--- config.mk ---
export PLATFORM = sky130hd
export DESIGN_NAME = line_window_buffer_flat
export DESIGN_NICKNAME = d
export VERILOG_FILES = /design/src/rtl/line_window_if.sv /design/src/rtl/line_window_buffer.sv /design/src/flat_wrapper.sv
export SDC_FILE = /design/constraint.sdc
export NUM_CORES = 1
export LEC_CHECK = 0
export CAP_MARGIN = 20
export CORE_MARGIN = 4
export CORE_UTILIZATION = 29
export DETAILED_ROUTE_END_ITERATION = 12
export PLACE_DENSITY = 0.63
export SLEW_MARGIN = 20
export SYNTH_ARGS = -nofsm -noshare
export SYNTH_HDL_FRONTEND = slang
export SYNTH_SLANG_ARGS = --single-unit
--- constraint.sdc ---
create_clock -name clk -period 13.9 [get_ports clk]
set_clock_uncertainty 0.2 [all_clocks]
set_input_delay 2.78 -clock clk [delete_from_list [all_inputs] [get_ports clk]]
set_output_delay 2.78 -clock clk [all_outputs]
set_load 0.005 [all_outputs]
--- src/rtl/line_window_if.sv ---
// Row-in / window-out handshake bundle for line_window_buffer.
// Latency: none, wires only.
// Backpressure: valid/ready on both the row side and the window side.
interface line_window_if #(
  parameter int DW = 96,   // one unpadded row
  parameter int WW = 336,  // KH padded rows
  parameter int IW = 2     // output row index
);
  logic          in_valid;
  logic          in_ready;
  logic [DW-1:0] in_data;
  logic          out_valid;
  logic          out_ready;
  logic [WW-1:0] out_window;
  logic [IW-1:0] out_row_idx;
  logic          out_last;

  // Row producer and window consumer side.
  modport master (
    output in_valid, in_data, out_ready,
    input  in_ready, out_valid, out_window, out_row_idx, out_last
  );

  // Line buffer side.
  modport slave (
    input  in_valid, in_data, out_ready,
    output in_ready, out_valid, out_window, out_row_idx, out_last
  );
endinterface

--- src/rtl/line_window_buffer.sv ---
// KH-row sliding convolution window over a row stream, zero padded on all sides.
// Latency: window valid 1 cycle after the last row it needs is accepted.
// Backpressure: in_ready low while a window is held; window held stable until out_ready.
// Option: LINE_WIN_STRIDE2_EN selects vertical stride 2 (only even output rows).
module line_window_buffer #(
  parameter int DATA_BITS = 8,
  parameter int D         = 1,
  parameter int W         = 12,
  parameter int H         = 3,
  parameter int KH        = 3
) (
  input  logic         clk,
  input  logic         reset,
  line_window_if.slave bus
);

  localparam int PAD  = (KH - 1) / 2;
  localparam int PADW = PAD * D * DATA_BITS;
  localparam int DW   = D * W * DATA_BITS;
  localparam int RB   = D * (W + 2 * PAD) * DATA_BITS;
  localparam int IW   = (H > 1) ? $clog2(H) : 1;
  localparam int RW   = (KH > 1) ? $clog2(KH) : 1;
  localparam int NW   = $clog2(H + KH + 4) + 1;
`ifdef LINE_WIN_STRIDE2_EN
  localparam int STRIDE = 2;
`else
  localparam int STRIDE = 1;
`endif
  // Any output row at or beyond this index is the last one of the frame.
  localparam int LAST_R = (H > STRIDE) ? H - STRIDE : 0;

  localparam logic [NW-1:0] LAST_ROW = NW'(H - 1);
  localparam logic [NW-1:0] PAD_ROW  = NW'(PAD);

  typedef enum logic [1:0] {S_FILL, S_STREAM, S_WAIT} state_t;

  state_t          st, st_nxt;
  logic [RB-1:0]   ring [KH];
  logic [RW-1:0]   rd, rd1, rd2;      // rd points at the oldest (top) row
  logic [IW-1:0]   r, r_nxt;          // output row of the current window
  logic [NW-1:0]   nrow, nrow_nxt;    // image row number that loads next
  logic [1:0]      pend, pend_nxt;    // rows still to load before the next window
  logic [1:0]      n_wr;              // ring writes this cycle (0..2)
  logic [RB-1:0]   wr0;               // first write; a second write is always a zero row
  logic            clr;
  logic            last;
  logic            in_ready_c, out_valid_c;
  logic [RB-1:0]   padded;
  logic [KH*RB-1:0] window;

  assign rd1  = (rd  == RW'(KH - 1)) ? '0 : rd  + RW'(1);
  assign rd2  = (rd1 == RW'(KH - 1)) ? '0 : rd1 + RW'(1);
  assign last = (st == S_STREAM) && (r >= IW'(LAST_R));

  // Incoming row with PAD zero pixels on each side.
  always_comb begin
    padded = '0;
    padded[PADW +: DW] = bus.in_data;
  end

  // FSM state register.
  always_ff @(posedge clk) begin
    if (reset) st <= S_FILL;
    else       st <= st_nxt;
  end

  // Next state, handshakes and ring write plan.
  always_comb begin
    st_nxt      = st;
    in_ready_c  = 1'b0;
    out_valid_c = 1'b0;
    n_wr        = 2'd0;
    wr0         = '0;
    clr         = 1'b0;
    r_nxt       = r;
    nrow_nxt    = nrow;
    pend_nxt    = pend;
    case (st)
      S_FILL: begin
        in_ready_c = 1'b1;
        if (bus.in_valid) begin
          n_wr     = 2'd1;
          wr0      = padded;
          nrow_nxt = nrow + NW'(1);
          if (nrow == PAD_ROW) begin
            st_nxt = S_STREAM;
            r_nxt  = '0;
          end
        end
      end
      S_STREAM: begin
        out_valid_c = 1'b1;
        if (bus.out_ready) begin
          if (last) begin
            // Frame done: drop everything so the next frame starts from zeros.
            st_nxt   = S_FILL;
            clr      = 1'b1;
            r_nxt    = '0;
            nrow_nxt = '0;
            pend_nxt = 2'd0;
          end else begin
            r_nxt = r + IW'(STRIDE);
            if (nrow > LAST_ROW) begin
              // Below the image: shift in zero rows without waiting for input.
              n_wr     = 2'(STRIDE);
              nrow_nxt = nrow + NW'(STRIDE);
              pend_nxt = 2'd0;
            end else begin
              st_nxt   = S_WAIT;
              pend_nxt = 2'(STRIDE);
            end
          end
        end
      end
      S_WAIT: begin
        in_ready_c = 1'b1;
        if (bus.in_valid) begin
          n_wr     = 2'd1;
          wr0      = padded;
          nrow_nxt = nrow + NW'(1);
          if (pend == 2'd1) begin
            st_nxt   = S_STREAM;
            pend_nxt = 2'd0;
          end else if ((nrow + NW'(1)) > LAST_ROW) begin
            // Second row of a stride-2 step falls below the image.
            n_wr     = 2'd2;
            nrow_nxt = nrow + NW'(2);
            st_nxt   = S_STREAM;
            pend_nxt = 2'd0;
          end else begin
            pend_nxt = 2'd1;
          end
        end
      end
      default: st_nxt = S_FILL;
    endcase
  end

  // Row ring: new rows overwrite the oldest entry and the read pointer follows.
  always_ff @(posedge clk) begin
    if (reset || clr) begin
      for (int i = 0; i < KH; i++) ring[i] <= '0;
      rd <= '0;
    end else begin
      for (int i = 0; i < KH; i++) begin
        if (n_wr != 2'd0 && RW'(i) == rd)  ring[i] <= wr0;
        if (n_wr == 2'd2 && RW'(i) == rd1) ring[i] <= '0;
      end
      if (n_wr == 2'd2)      rd <= rd2;
      else if (n_wr == 2'd1) rd <= rd1;
    end
  end

  // Row counters.
  always_ff @(posedge clk) begin
    if (reset) begin
      r    <= '0;
      nrow <= '0;
      pend <= 2'd0;
    end else begin
      r    <= r_nxt;
      nrow <= nrow_nxt;
      pend <= pend_nxt;
    end
  end

  // Window slice k is the k-th oldest ring row (k=0 top).
  always_comb begin
    int idx;
    idx    = 0;
    window = '0;
    for (int k = 0; k < KH; k++) begin
      idx = (int'(rd) + k) % KH;
      window[k*RB +: RB] = ring[RW'(idx)];
    end
  end

  assign bus.in_ready    = in_ready_c;
  assign bus.out_valid   = out_valid_c;
  assign bus.out_window  = window;
  assign bus.out_row_idx = (st == S_STREAM) ? r : '0;
  assign bus.out_last    = last;

endmodule

--- src/flat_wrapper.sv ---
// flat-port wrapper written by rule: the top's interface ports become plain ports
module line_window_buffer_flat 
#(
  parameter int DATA_BITS = 8,
  parameter int D         = 1,
  parameter int W         = 12,
  parameter int H         = 3,
  parameter int KH        = 3
)
  (clk, reset, bus_in_valid, bus_in_data, bus_out_ready, bus_in_ready, bus_out_valid, bus_out_window, bus_out_row_idx, bus_out_last);
  line_window_if #(.DW((D * W * (8))), .WW((KH * (D * (W + 2 * ((KH - 1) / 2)) * (8)))), .IW(((H > 1) ? $clog2(H) : 1))) bus_i ();
  input  logic clk;
  input  logic reset;
  input wire logic [$bits(bus_i.in_valid)-1:0] bus_in_valid;
  input wire logic [$bits(bus_i.in_data)-1:0] bus_in_data;
  input wire logic [$bits(bus_i.out_ready)-1:0] bus_out_ready;
  output wire logic [$bits(bus_i.in_ready)-1:0] bus_in_ready;
  output wire logic [$bits(bus_i.out_valid)-1:0] bus_out_valid;
  output wire logic [$bits(bus_i.out_window)-1:0] bus_out_window;
  output wire logic [$bits(bus_i.out_row_idx)-1:0] bus_out_row_idx;
  output wire logic [$bits(bus_i.out_last)-1:0] bus_out_last;
  assign bus_i.in_valid = bus_in_valid;
  assign bus_i.in_data = bus_in_data;
  assign bus_i.out_ready = bus_out_ready;
  assign bus_in_ready = bus_i.in_ready;
  assign bus_out_valid = bus_i.out_valid;
  assign bus_out_window = bus_i.out_window;
  assign bus_out_row_idx = bus_i.out_row_idx;
  assign bus_out_last = bus_i.out_last;
  line_window_buffer #(.DATA_BITS(DATA_BITS), .D(D), .W(W), .H(H), .KH(KH)) u_core (.clk(clk), .reset(reset), .bus(bus_i));
endmodule
# Yosys cells after proc, flatten, opt, wreduce, memory -nomap -nowiden
# Memories as Yosys holds them, arrays and structs flattened.
# Index checks and enable logic that the tools add are counted.
# totals
regBits	13
mem_bits_rw	336
inputBits	100
out_inout_bits	341
elab_cells	140
n_memories	1
# classes
n_addsub	7
n_div	3
n_lt_le_gt_ge	3
eq_ne	19
muxes	75
bitwise	6
n_reduce_logical	21
# mem_list
name	depth	width	rd	rd_ports_with_merged_regs	wr	line_no	text
u_core.ring	3	112	3	0	3	line_window_buffer.sv:38	logic [RB-1:0] ring [KH];
# op_table
op	n
$mux W112	7
$mux W104	1
$mod A32 B3 Y32 const B	2
$mux W2	26
$mux W5	7
$mod A3 B3 Y32 const B	1
$mux W1	29
$pmux W5 S3	1
$pmux W2 S3	2
$gt A5 B2 Y1 const B	2
$eq A2 B2 Y1 const B	4
$pmux W2 S2	2
$reduce_bool A2 Y1	4
$logic_and A1 B1 Y1	7
$add A2 B1 Y2 const B	3
$eq A2 B1 Y1 const B	3
$logic_not A2 Y1	3
$ne A2 B2 Y1 const B	3
$or A1 B1 Y1	6
$reduce_and A6 Y1	1
$add A5 B1 Y5 const B	1
$add A5 B2 Y5 const B	1
$eq A5 B1 Y1 const B	1
$reduce_and A5 Y1	1
14 further kinds	16

# Depth between registers and ports, before layout
# Gate-level depths: netlist (run 1).
# depth
ltp_word	13
mapped_depth	16
mapped_depth_nobuf	12

# Worst setup path after synthesis (run 1)
# No wires, ideal clock.
# synth_path
path_kind	input -> register
start	in bus_out_ready
end	mem u_core.ring[0][100] (netlist name) (enable)
setup_time_ps	465
t_arrival_ps	5784
t_required_ps	13235
slack_ps	7451
cell_stages	5
path_buffers	0
cell_sequence	a31oi_1 a311o_1 ha_1 inv_1 a221o_1
# synth_lines
element	line_no	text
start, declared	flat_wrapper.sv:16	input wire logic [$bits(bus_i.out_ready)-1:0] bus_out_ready;
end, declared	line_window_buffer.sv:38	

# Worst setup path after layout (run 1)
# layout_path
start	reg u_core.rd[0]
end	out bus_out_window[169]
# layout_between
elab_chain_cells	3
# layout_rtl
element	line_no	text
start, declared	line_window_buffer.sv:39	logic [RW-1:0] rd, rd1, rd2;
start signal, assigned	line_window_buffer.sv:149	if (n_wr == 2'd2) rd <= rd2;
start signal, assigned	line_window_buffer.sv:150	else if (n_wr == 2'd1) rd <= rd1;
$add A2 B1 Y3	line_window_buffer.sv:173	idx = (int'(rd) + k) % KH;
$mod A32 B3 Y32	line_window_buffer.sv:173	
$mem_v2 Z3 W112	-	
end, declared	flat_wrapper.sv:19	output wire logic [$bits(bus_i.out_window)-1:0] bus_out_window;
# Every way passes these cells.

==> results of run 1 <==
-- registers in the layout, summed over array words and instances, names as in the netlist --
| name | count |
|---|---|
| u_core.pend | 1 |
| u_core.r | 2 |
| u_core.rd | 2 |
| u_core.st | 2 |
| u_core.ring | 288 |
| u_core.nrow | 5 |
-- layout make-up --
| type | count | share of cell area, % |
|---|---|---|
| Antenna cell | 2 | 0.0219 |
| Clock buffer | 49 | 4.37 |
| Clock inverter | 15 | 0.814 |
| Inverter | 16 | 0.262 |
| Multi-Input combinational cell | 1426 | 37.8 |
| Sequential cell | 300 | 34.6 |
| Tap cell | 773 | 4.22 |
| Timing Repair Buffer | 411 | 17.8 |
-- metrics by stage --
step | setup slack (ps) | cells
global placement | 6750 | 2925
detailed placement | 6580 | 2925
finish | 6000 | 2992
floorplan | 7450 | 1952
global route | 5700 | 2992
CTS | 6000 | 2989
-- power groups by stage --
stage	registers [mW]	logic, mW	clock network [mW]
final	1.23	2.46	0.959
after global routing	1.24	2.65	1.02
after CTS	1.22	2.48	0.982
after detailed placement	1.24	2.47	0
after global placement	1.23	2.46	0
after floorplan	1.21	1.19	0
-- path summary, 6_finish.rpt --
kind	slack, ps	cells after the start	to
min	320	1	u_core.ring[2][20]
max	6000	7	bus_out_window[169]
min reg2reg	320	1	u_core.ring[2][20]
max reg2reg	8570	12	u_core.ring[2][40]
-- worst max-delay path: cells and delay by family, from the launching register on --
| kind | cells | cell delay (ps) |
|---|---|---|
| buffers and inverters | 4 | 2450 |
| multiplexers | 1 | 160 |
| flip-flops | 1 | 480 |
| adder cells (fa/ha/maj) | 1 | 880 |
| AO/OA/AOI/OAI | 1 | 280 |
-- cell usage in the layout (no fill, tap or decap), types with 4 or more instances in the layout --
| cell | netlist | final |
|---|---|---|
| clkdlybuf4s50_1 | 0 | 392 |
| nand3_1 | 5 | 5 |
| inv_1 | 16 | 16 |
| dfxtp_1 | 108 | 108 |
| a21oi_1 | 107 | 107 |
| ha_1 | 18 | 13 |
| nand2b_1 | 7 | 7 |
| nor3_1 | 4 | 4 |
| mux2i_1 | 292 | 292 |
| clkinv_2 | 0 | 7 |
| a32o_1 | 96 | 96 |
| ha_4 | 0 | 5 |
| clkbuf_16 | 0 | 37 |
| clkbuf_1 | 109 | 9 |
| edfxtp_1 | 192 | 192 |
| nor2_1 | 304 | 304 |
| nand2_1 | 299 | 297 |
| bufinv_16 | 0 | 4 |
| conb_1 | 1 | 48 |
| buf_4 | 48 | 18 |
| o21ai_0 | 203 | 203 |
-- routing by layer --
metal  global-route usage, %  vias to the layer above  routed length, um
met5                       0                        -                 36
met4                    7.33                        6               2230
met3                    3.45                      125               3780
met2                    30.8                      563              29400
li1                        -                     7270                  -
met1                    20.4                     7483              23300
-- logic make-up after synthesis --
family,share of synthesized area [%]
flops,45.6
fa+ha+maj,1.30
mux,16.8
compound gates,15.7
xor+xnor,0.151
simple gates,14.2
buf+inv,6.25
other cells,0.0216
==> results_tabular.tex, run 1 <==
\begin{tabular}{lr}
\hline
Metric & Value \\
\hline
\multicolumn{2}{l}{\textbf{STA}} \\
\quad Final critical delay including setup and external delays & 7900 ps \\
\quad Slew Limit Fails & 0 \\
\quad Final setup viols & 0 \\
\quad Worst hold slack after final layout & 316 ps \\
\quad Number of endpoints with negative hold slack in the final report & 0 \\
\quad Transition time of the tightest slew-check pin & 1100 ps \\
\quad Share of the cycle needed by the critical path after routing & 56.8\% \\
\quad Peak clock frequency supported by timing & 127 MHz \\
\quad Setup repair after global routing missed its margin & false \\
\quad Slew HR & 26.8\% \\
\quad Setup Total Neg Slack & 0 ps \\
\multicolumn{2}{l}{\textbf{CTS}} \\
\quad Gates resized, CTS repair & 0 \\
\quad Number of H-tree levels & 2 \\
\quad TritonCTS clock tree & yes \\
\quad Clock root buffer & clkbuf\_16 \\
\quad Sink Count & 300 \\
\quad Total setup buffers inserted after CTS & 0 \\
\quad Clock transition at the register clock pins on the worst setup and hold paths after CTS & 60 ps \\
\quad Inserted Clock Buffers & 36 \\
\quad Post-CTS Hold Fix Bufs & 0 \\
\quad Maximum buffer depth of the clock tree & 3 \\
\quad Clk\_lat worst skew & 530 ps \\
\multicolumn{2}{l}{\textbf{Route}} \\
\quad Via density & 5.16 \\
\quad Post-detailed-route wirelength per cell & 19.6 um \\
\quad Final antenna-violating net count & 0 \\
\quad First-pass iteration count of the detailed router & 5 \\
\quad Total wire length after detailed routing & 58.8 mm \\
\quad Residual DRC count & 0 \\
\quad Initial detailed-routing violation count & 914 \\
\quad Vias after detailed routing & 15447 \\
\multicolumn{2}{l}{\textbf{Placement}} \\
\quad Routability congestion estimate & 0.831 \\
\quad Detail Placement HPWL & 37.7 mm \\
\quad IO buf count & 392 \\
\quad Area after DPL & 0.0217 mm2 \\
\multicolumn{2}{l}{\textbf{Setup path}} \\
\quad Dominant cell type by count on the critical path & buf\_4 \\
\quad Critical path data required time & 10920 ps \\
\quad Worst stage delay on the critical path & 880 ps \\
\quad Standard cell with the maximum stage delay on the critical path & ha\_4 \\
\quad Launch point of the worst reg-to-reg path & u\_core.st[1] \\
\quad Worst Path Arrival & 4920 ps \\
\quad Critical path origin & u\_core.rd[0] \\
\quad Worst setup SP type & register \\
\quad CP Capture Type & output port \\
\quad Crit-path cells & inv\_1, ha\_4, buf\_4, buf\_4, mux2i\_1, o21ai\_0, clkdlybuf4s50\_1 \\
\quad Critical path peak fanout & 84 \\
\quad Classification of the worst setup path & reg2out \\
\multicolumn{2}{l}{\textbf{Die}} \\
\quad Chip height & 253 um \\
\quad Total die area & 0.0639 mm2 \\
\quad Standard cell core area & 0.0591 mm2 \\
\quad Std-Cell Rows & 89 \\
\quad Starting Density & 29.4\% \\
\quad Number of top-level design ports & 441 \\
\quad Die outline width & 253 um \\
\multicolumn{2}{l}{\textbf{Finish}} \\
\quad Final instance area & 0.0229 mm2 \\
\quad Nets@finish & 2309 \\
\quad Footprint of the multi-input gates & 0.00866 mm2 \\
\quad Final core utilization & 38.7\% \\
\quad Fraction of final layout cells with drive strength greater than 1 & 4.01\% \\
\quad Sequential cell area & 0.00793 mm2 \\
\quad Fill cell instance count of the final layout & 5820 \\
\quad Growth of design area from synthesis to finish & 31.8\% \\
\multicolumn{2}{l}{\textbf{Yosys}} \\
\quad Number of synthesized flops with an enable pin & 192 \\
\quad Cell count after synthesis & 1905 \\
\quad Most area-consuming cells after synthesis & edfxtp\_1, mux2i\_1, dfxtp\_1 \\
\quad Synthesis-stage register bit count & 300 \\
\quad Largest area contributor in the synthesized netlist & edfxtp\_1 \\
\quad Average size of a mapped cell & 9.12 um2 \\
\quad Primary FF master, synth & edfxtp\_1 \\
\quad Cell with the most instances after synthesis & nor2\_1 \\
\quad Most instantiated cells after synthesis & nor2\_1, nand2\_1, mux2i\_1 \\
\quad Share of synthesized area occupied by flip-flops and latches & 45.6\% \\
\quad Share of the synthesized area in the top cell type & 33.2\% \\
\quad Number of different library cells in the post-synthesis netlist & 48 \\
\quad Synth Warn \# & 0 \\
\quad Share of flip-flops with an asynchronous set or reset & 0\% \\
\quad Syn Std Cell Area & 0.0174 mm2 \\
\multicolumn{2}{l}{\textbf{Power and ir drop}} \\
\quad Internal cell power & 2.90 mW \\
\quad Total leakage power & 7.80 nW \\
\quad Total power after layout & 4.65 mW \\
\quad Switching part of the total power & 37.6\% \\
\quad Clk pwr share & 20.6\% \\
\quad Part of the power in combinational logic & 53.0\% \\
\quad Power density over the cells & 203 mW/mm2 \\
\quad Seq pwr share & 26.4\% \\
\quad Worst IR Drop VDD & 0.104 mV \\
\quad Net switching power of the design & 1.74 mW \\
\multicolumn{2}{l}{\textbf{Global route}} \\
\quad Largest net degree at the start of global routing & 100 \\
\quad Total global routing track utilization & 17.3\% \\
\quad Number of global-route vias before repair & 15293 \\
\quad Number of antenna violations at the first check in global routing & 7 \\
\quad First-pass GRT wire length & 87.6 mm \\
\quad Remaining global-route overflow & 0 \\
\multicolumn{2}{l}{\textbf{Run}} \\
\quad Max-cap viol count & 0 \\
\multicolumn{2}{l}{\textbf{Hold path}} \\
\quad Worst hold-check path type & reg2reg \\
\quad Hold Startpoint & u\_core.ring[2][20] \\
\multicolumn{2}{l}{\textbf{Status}} \\
\quad Result of the run & finished, final reports clean \\
\hline
\end{tabular}
Power figures use the tool's default switching activity.
==> run 2, diff against run 1 <==
--- a/config.mk
+++ b/config.mk
@@ -9,7 +9,7 @@
 export CORE_MARGIN = 4
 export CORE_UTILIZATION = 29
 export DETAILED_ROUTE_END_ITERATION = 12
-export PLACE_DENSITY = 0.63
+export PLACE_DENSITY = 0.65
 export SLEW_MARGIN = 20
 export SYNTH_ARGS = -nofsm -noshare
 export SYNTH_HDL_FRONTEND = slang
==> constraint.sdc (replaced) <==
create_clock -name clk -period 7.11 [get_ports clk]
set_clock_uncertainty 0.2 [all_clocks]
set_input_delay 1.422 -clock clk [delete_from_list [all_inputs] [get_ports clk]]
set_output_delay 1.422 -clock clk [all_outputs]
set_load 0.005 [all_outputs]
==> run 2 against run 1 <==
  * Clock power is 81% higher
  * First-iteration DRC count up 11%
  * Cell area is 0.37% higher
  * Wire length down 2.1%
  * Clock-buffer cell count grew 2
  * Critical path depth shrank 1
  * Flip-flop and latch count is the same
  * Cell count grew 0.33%
  * Non-clock buffer count increased by 12
  * Sequential share of layout area decreased by 0.13 points
  * Sequential power is 93% higher
  * Highest routed layer unchanged
==> results_tabular.tex, run 2 (synthesized netlist as in run 1, its figures left out) <==
\begin{tabular}{lr}
\hline
Metric & Value \\
\hline
\multicolumn{2}{l}{\textbf{Status}} \\
\quad Result of the run & finished, final reports clean \\
\multicolumn{2}{l}{\textbf{STA}} \\
\quad Final critical delay including setup and external delays & 5300 ps \\
\quad Setup repair after global routing missed its margin & false \\
\quad Peak clock frequency supported by timing & 189 MHz \\
\quad Share of the cycle needed by the critical path after routing & 74.6\% \\
\quad Minimum setup slack in the final design & 1810 ps (-4200 ps) \\
\quad Setup Total Neg Slack & 0 ps (unchanged) \\
\quad Transition time of the tightest slew-check pin & 1030 ps (-72.6 ps) \\
\quad Slew Limit Fails & 0 (unchanged) \\
\quad Final setup viols & 0 (unchanged) \\
\quad Slew HR & 31.6\% (+4.8 points) \\
\quad Number of endpoints with negative hold slack in the final report & 0 (unchanged) \\
\multicolumn{2}{l}{\textbf{Route}} \\
\quad Vias after detailed routing & 15590 (+0.93\%) \\
\quad First-pass iteration count of the detailed router & 5 (unchanged) \\
\quad Via density & 5.19 (+0.59\%) \\
\quad Total wire length after detailed routing & 57.5 mm (-2.1\%) \\
\quad Post-detailed-route wirelength per cell & 19.2 um (-2.4\%) \\
\quad Final antenna-violating net count & 0 (unchanged) \\
\quad Residual DRC count & 0 (unchanged) \\
\quad Initial detailed-routing violation count & 1011 (+11\%) \\
\multicolumn{2}{l}{\textbf{Setup path}} \\
\quad Top cell family by delay on the critical path & buffers and inverters \\
\quad Worst Path Arrival & 3680 ps (-1240 ps) \\
\quad Depth of the worst register-to-register path & 12 (unchanged) \\
\quad CP Capture Type & output port \\
\quad Classification of the worst setup path & reg2out \\
\quad Crit-path cells & inv\_1, ha\_4, buf\_4, mux2i\_1, o21ai\_0, clkdlybuf4s50\_1 \\
\quad Bufs and invs on worst path & 3 (-1) \\
\quad Slack of the worst reg-to-reg path & 2330 ps (-6240 ps) \\
\quad Worst stage delay on the critical path & 1000 ps (+120 ps) \\
\quad Launch point of the worst reg-to-reg path & u\_core.st[1] \\
\quad Critical path data required time & 5490 ps (-5430 ps) \\
\quad Critical path origin & u\_core.rd[0] \\
\quad End of the worst register-to-register path & u\_core.ring[2][70] \\
\quad Worst setup SP type & register \\
\quad Standard cell with the maximum stage delay on the critical path & ha\_4 \\
\quad Critical path peak fanout & 68 (-19\%) \\
\multicolumn{2}{l}{\textbf{Power and ir drop}} \\
\quad Worst IR Drop VDD & 0.206 mV (+98\%) \\
\quad Power density over the cells & 394 mW/mm2 (+94\%) \\
\quad Total leakage power & 7.84 nW (+0.50\%) \\
\multicolumn{2}{l}{\textbf{Finish}} \\
\quad Growth of design area from synthesis to finish & 32.2\% \\
\quad Top reg by flops & u\_core.ring \\
\quad Leading cell type in the layout, fill and taps excluded & clkdlybuf4s50\_1 \\
\quad Top library cells by usage in the layout, fill and taps aside & clkdlybuf4s50\_1, nor2\_1, nand2\_1, mux2i\_1, o21ai\_0 \\
\quad Fraction of final layout cells with drive strength greater than 1 & 4.22\% (+0.20 points) \\
\quad Leading registers by flop count & u\_core.ring x288, u\_core.nrow x5 \\
\quad Max FFs per register & 288 (unchanged) \\
\quad Nets@finish & 2320 (+0.48\%) \\
\multicolumn{2}{l}{\textbf{CTS}} \\
\quad Post-CTS Hold Fix Bufs & 0 (unchanged) \\
\quad Total setup buffers inserted after CTS & 0 (unchanged) \\
\quad Number of H-tree levels & 2 (unchanged) \\
\quad Inserted Clock Buffers & 35 (-2.8\%) \\
\quad Clock root buffer & clkbuf\_16 \\
\quad Sink Count & 300 (unchanged) \\
\quad TritonCTS clock tree & yes \\
\quad Clk\_lat worst skew & 530 ps (about the same) \\
\quad Clock transition at the register clock pins on the worst setup and hold paths after CTS & 60 ps (about the same) \\
\quad Maximum buffer depth of the clock tree & 3 (unchanged) \\
\quad Gates resized, CTS repair & 0 (unchanged) \\
\multicolumn{2}{l}{\textbf{Placement}} \\
\quad Routability congestion estimate & 0.807 (-2.9\%) \\
\quad Detail Placement HPWL & 36.9 mm (-2.2\%) \\
\quad IO buf count & 392 (unchanged) \\
\quad Pre-CTS WS & 1830 ps (-4750 ps) \\
\multicolumn{2}{l}{\textbf{Die}} \\
\quad Die outline width & 253 um (unchanged) \\
\quad Chip height & 253 um (unchanged) \\
\quad Starting Density & 29.4\% (unchanged) \\
\quad Std-Cell Rows & 89 (unchanged) \\
\quad Total die area & 0.0639 mm2 (unchanged) \\
\quad Number of top-level design ports & 441 (unchanged) \\
\quad Standard cell core area & 0.0591 mm2 (unchanged) \\
\multicolumn{2}{l}{\textbf{Hold path}} \\
\quad Hold Startpoint & u\_core.ring[2][83] \\
\quad Hold-critical path depth & 1 (unchanged) \\
\quad Worst min-delay path endpoint & u\_core.ring[2][83] \\
\quad Worst hold-check path type & reg2reg \\
\multicolumn{2}{l}{\textbf{Run}} \\
\quad Max-cap viol count & 0 (unchanged) \\
\multicolumn{2}{l}{\textbf{Global route}} \\
\quad Number of antenna violations at the first check in global routing & 3 (-4) \\
\quad Number of global-route vias before repair & 15574 (+1.8\%) \\
\quad Largest net degree at the start of global routing & 99 (-1.0\%) \\
\quad Total global routing track utilization & 16.9\% (-0.39 points) \\
\quad First-pass GRT wire length & 86.7 mm (-1.0\%) \\
\quad Remaining global-route overflow & 0 (unchanged) \\
\hline
\end{tabular}
-- run 2: cell count changes in the layout (fill, tap and decap cells not counted), moves of 2 or more --
cell	before	now
bufinv_16	4	1
buf_4	18	22
clkinv_2	7	5
clkinv_1	1	5
clkbuf_1	9	11
buf_12	0	9
-- run 2: per-layer routing --
layer / vias up / GRT usage, % / share of wire, %
met2: 583 / 30.4 / 50
met5: - / 0 / 0.045
met4: 4 / 5.69 / 2.7
met1: 7613 / 20.4 / 40
met3: 96 / 3.41 / 7.1
li1: 7294 / - / -
-- run 2: layout make-up --
cell class | instances | area, um2
clock inverters | 12 | 82.6
clock buffers | 51 | 1010
repair buffers | 423 | 4270
fillers | 5779 | 36200
diodes | 1 | 2.50
inverters | 16 | 60.1
flip-flops and latches | 300 | 7930
multi-input cells | 1426 | 8660
well taps | 773 | 967
-- run 2: stage by stage --
stage	hold slack [ps]	cell area (um2)	power, mW	utilization, %	cells
after floorplan	284	17600	4.69	-	1952
after global placement	292	21900	7.30	37.0	2938
after detailed placement	302	21900	7.36	37.0	2938
after CTS	317	23000	9.14	38.9	3001
after global routing	335	23000	9.56	38.9	3002
final	322	23000	9.05	38.9	3002
-- run 2: worst max path at each step --
stage          slack, ps  depth (start not counted)                   to
2_1_floorplan       2020                          5  u_core.ring[0][100]
3_3_place_gp        1820                         10   u_core.ring[2][58]
3_5_place_dp        1830                         10   u_core.ring[2][78]
4_1_cts             1730                          6  bus_out_window[140]
5_1_grt             1610                          6  bus_out_window[161]
6_report            1810                          6  bus_out_window[121]
-- run 2: where the power goes --
group          internal (mW)  switching (mW)
Clock                   1.02           0.719
Combinational           2.41            2.51
Sequential              2.18           0.203
==> run 3, diff against run 2 <==
--- a/config.mk
+++ b/config.mk
@@ -9,7 +9,7 @@
 export CORE_MARGIN = 4
 export CORE_UTILIZATION = 29
 export DETAILED_ROUTE_END_ITERATION = 12
-export PLACE_DENSITY = 0.65
+export PLACE_DENSITY = 0.63
 export SLEW_MARGIN = 20
 export SYNTH_ARGS = -nofsm -noshare
 export SYNTH_HDL_FRONTEND = slang
==> constraint.sdc (replaced) <==
create_clock -name clk -period 5.22 [get_ports clk]
set_clock_uncertainty 0.2 [all_clocks]
set_input_delay 1.044 -clock clk [delete_from_list [all_inputs] [get_ports clk]]
set_output_delay 1.044 -clock clk [all_outputs]
set_load 0.005 [all_outputs]
==> run 3 against run 2 <==
  * Hold slack lost 2.4 ps
  * Flip-flop and latch count is the same
  * Register-to-register slack lost 1300 ps
  * Clock power grew 47%
  * First-iteration DRC count grew 6.9%
  * Cell area grew 0.96%
  * Largest power group unchanged
==> results_tabular.tex, run 3 (synthesized netlist as in run 1, its figures left out) <==
\begin{tabular}{lr}
\hline
Metric & Value \\
\hline
\multicolumn{2}{l}{\textbf{CTS}} \\
\quad Gates resized, CTS repair & 0 (unchanged) \\
\quad Maximum buffer depth of the clock tree & 3 (unchanged) \\
\quad TritonCTS clock tree & yes \\
\quad Sink Count & 300 (unchanged) \\
\quad Clk\_lat worst skew & 530 ps (about the same) \\
\quad Total setup buffers inserted after CTS & 0 (unchanged) \\
\quad Clock root buffer & clkbuf\_16 \\
\quad Post-CTS Hold Fix Bufs & 0 (unchanged) \\
\quad Number of H-tree levels & 2 (unchanged) \\
\quad Clock transition at the register clock pins on the worst setup and hold paths after CTS & 60 ps (about the same) \\
\quad Inserted Clock Buffers & 36 (+2.9\%) \\
\multicolumn{2}{l}{\textbf{Power and ir drop}} \\
\quad Internal cell power & 7.83 mW (+39\%) \\
\quad Seq pwr share & 25.7\% (-0.6 points) \\
\quad Clk pwr share & 20.3\% (+1.1 points) \\
\quad Power density over the cells & 543 mW/mm2 (+38\%) \\
\quad Net switching power of the design & 4.77 mW (+39\%) \\
\quad Switching part of the total power & 37.9\% (-0.097 points) \\
\quad Part of the power in combinational logic & 54.0\% (-0.5 points) \\
\quad Worst IR Drop VDD & 0.249 mV (+21\%) \\
\quad Total leakage power & 7.93 nW (+1.2\%) \\
\multicolumn{2}{l}{\textbf{Finish}} \\
\quad Max FFs per register & 288 (unchanged) \\
\quad Top reg by flops & u\_core.ring \\
\quad Leading cell type in the layout, fill and taps excluded & clkdlybuf4s50\_1 \\
\quad Leading registers by flop count & u\_core.ring x288, u\_core.nrow x5 \\
\quad Growth of design area from synthesis to finish & 33.5\% \\
\quad Top library cells by usage in the layout, fill and taps aside & clkdlybuf4s50\_1, nor2\_1, nand2\_1, mux2i\_1, o21ai\_0 \\
\quad Fill cell instance count of the final layout & 5775 (-0.069\%) \\
\quad Fraction of final layout cells with drive strength greater than 1 & 4.83\% (+0.61 points) \\
\quad Nets@finish & 2328 (+0.34\%) \\
\multicolumn{2}{l}{\textbf{Setup path}} \\
\quad Worst setup SP type & register \\
\quad Critical path data required time & 3980 ps (-1510 ps) \\
\quad Critical path peak fanout & 56 (-18\%) \\
\quad CP Capture Type & output port \\
\quad Classification of the worst setup path & reg2out \\
\quad Worst Path Arrival & 3420 ps (-260 ps) \\
\multicolumn{2}{l}{\textbf{Die}} \\
\quad Standard cell core area & 0.0591 mm2 (unchanged) \\
\quad Total die area & 0.0639 mm2 (unchanged) \\
\quad Chip height & 253 um (unchanged) \\
\quad Std-Cell Rows & 89 (unchanged) \\
\quad Die outline width & 253 um (unchanged) \\
\quad Starting Density & 29.4\% (unchanged) \\
\quad Number of top-level design ports & 441 (unchanged) \\
\multicolumn{2}{l}{\textbf{STA}} \\
\quad Share of the cycle needed by the critical path after routing & 89.4\% \\
\quad Final critical delay including setup and external delays & 4670 ps \\
\quad Transition time of the tightest slew-check pin & 741 ps (-284 ps) \\
\quad Minimum setup slack in the final design & 553 ps (-1250 ps) \\
\quad Number of endpoints with negative hold slack in the final report & 0 (unchanged) \\
\quad Slew HR & 50.5\% (+19 points) \\
\quad Setup repair after global routing missed its margin & false \\
\quad Peak clock frequency supported by timing & 214 MHz \\
\quad Final setup viols & 0 (unchanged) \\
\quad Setup Total Neg Slack & 0 ps (unchanged) \\
\quad Slew Limit Fails & 0 (unchanged) \\
\multicolumn{2}{l}{\textbf{Route}} \\
\quad First-pass iteration count of the detailed router & 5 (unchanged) \\
\quad Total wire length after detailed routing & 59.5 mm (+3.4\%) \\
\quad Final antenna-violating net count & 0 (unchanged) \\
\quad Residual DRC count & 0 (unchanged) \\
\quad Initial detailed-routing violation count & 1081 (+6.9\%) \\
\quad Via density & 5.16 (-0.61\%) \\
\quad Post-detailed-route wirelength per cell & 19.8 um (+3.1\%) \\
\quad Vias after detailed routing & 15536 (-0.35\%) \\
\multicolumn{2}{l}{\textbf{Global route}} \\
\quad Number of global-route vias before repair & 15455 (-0.76\%) \\
\quad First-pass GRT wire length & 89.1 mm (+2.8\%) \\
\quad Total global routing track utilization & 17.6\% (+0.67 points) \\
\quad Largest net degree at the start of global routing & 90 (-9.1\%) \\
\quad Number of antenna violations at the first check in global routing & 4 (+1) \\
\quad Remaining global-route overflow & 0 (unchanged) \\
\multicolumn{2}{l}{\textbf{Placement}} \\
\quad Detail Placement HPWL & 38.5 mm (+4.4\%) \\
\quad Pre-CTS WS & 977 ps (-855 ps) \\
\quad Routability congestion estimate & 0.810 (+0.47\%) \\
\quad IO buf count & 392 (unchanged) \\
\multicolumn{2}{l}{\textbf{Status}} \\
\quad Result of the run & finished, final reports clean \\
\multicolumn{2}{l}{\textbf{Hold path}} \\
\quad Worst hold-check path type & reg2reg \\
\multicolumn{2}{l}{\textbf{Run}} \\
\quad Max-cap viol count & 0 (unchanged) \\
\hline
\end{tabular}
-- run 3: cell types whose count changed in the layout (fill, tap and decap cells not counted) --
cell and delta:
buf_4 +1, clkinv_4 +1, buf_12 +6, bufinv_16 +3, clkinvlp_4 +4, clkinv_1 -3, clkbuf_1 -3, clkbuf_8 -1
-- run 3: final timing paths --
path	from	endpoint	slack (ps)	depth (start not counted)
setup / recovery	u_core.rd[0]	bus_out_window[127]	550	7
hold / removal	u_core.ring[2][15]	u_core.ring[2][15]	320	1
setup reg to reg	u_core.st[1]	u_core.ring[2][52]	1060	13
hold reg to reg	u_core.ring[2][15]	u_core.ring[2][15]	320	1
-- run 3: final cells by class --
type | count | area [um2] | area share (%)
Antenna cell | 1 | 2.50 | 0.0108
Sequential cell | 300 | 7930 | 34.2
Clock inverter | 17 | 200 | 0.863
Tap cell | 773 | 967 | 4.17
Timing Repair Buffer | 430 | 4400 | 19.0
Multi-Input combinational cell | 1426 | 8660 | 37.3
Clock buffer | 47 | 983 | 4.24
Inverter | 16 | 60.1 | 0.259
-- run 3: worst max-delay path, cell delays in order, from the launching register on --
cell	delay [ps]
dfxtp_1	480
inv_1	230
ha_4	590
buf_12	350
buf_4	250
mux2i_1	80
o21ai_0	300
clkdlybuf4s50_1	580
-- run 3: metrics by stage --
step | instances | utilization, % | hold slack (ps) | total power, mW | cell area [um2]
finish | 3010 | 39.2 | 319 | 12.6 | 23200
detailed placement | 2945 | 37.2 | 304 | 10.1 | 22000
CTS | 3009 | 39.2 | 319 | 12.7 | 23200
floorplan | 1952 | - | 284 | 6.38 | 17600
global placement | 2945 | 37.2 | 291 | 10.1 | 22000
global route | 3010 | 39.2 | 336 | 13.3 | 23200
-- run 3: layer usage --
metal / global-route usage [%] / vias up / wire (um)
met1: 21.6 / 7549 / 23900
li1: - / 7301 / -
met5: 0 / - / 13
met4: 5.96 / 2 / 1780
met2: 31.3 / 584 / 29900
met3: 3.06 / 100 / 3860
-- run 3: power groups by stage --
stage / registers [mW] / clock network, mW / logic (mW)
2_1_floorplan: 3.22 / 0 / 3.16
3_3_place_gp: 3.25 / 0 / 6.80
3_5_place_dp: 3.28 / 0 / 6.84
4_1_cts: 3.24 / 2.62 / 6.87
5_1_grt: 3.29 / 2.70 / 7.30
6_report: 3.24 / 2.56 / 6.80
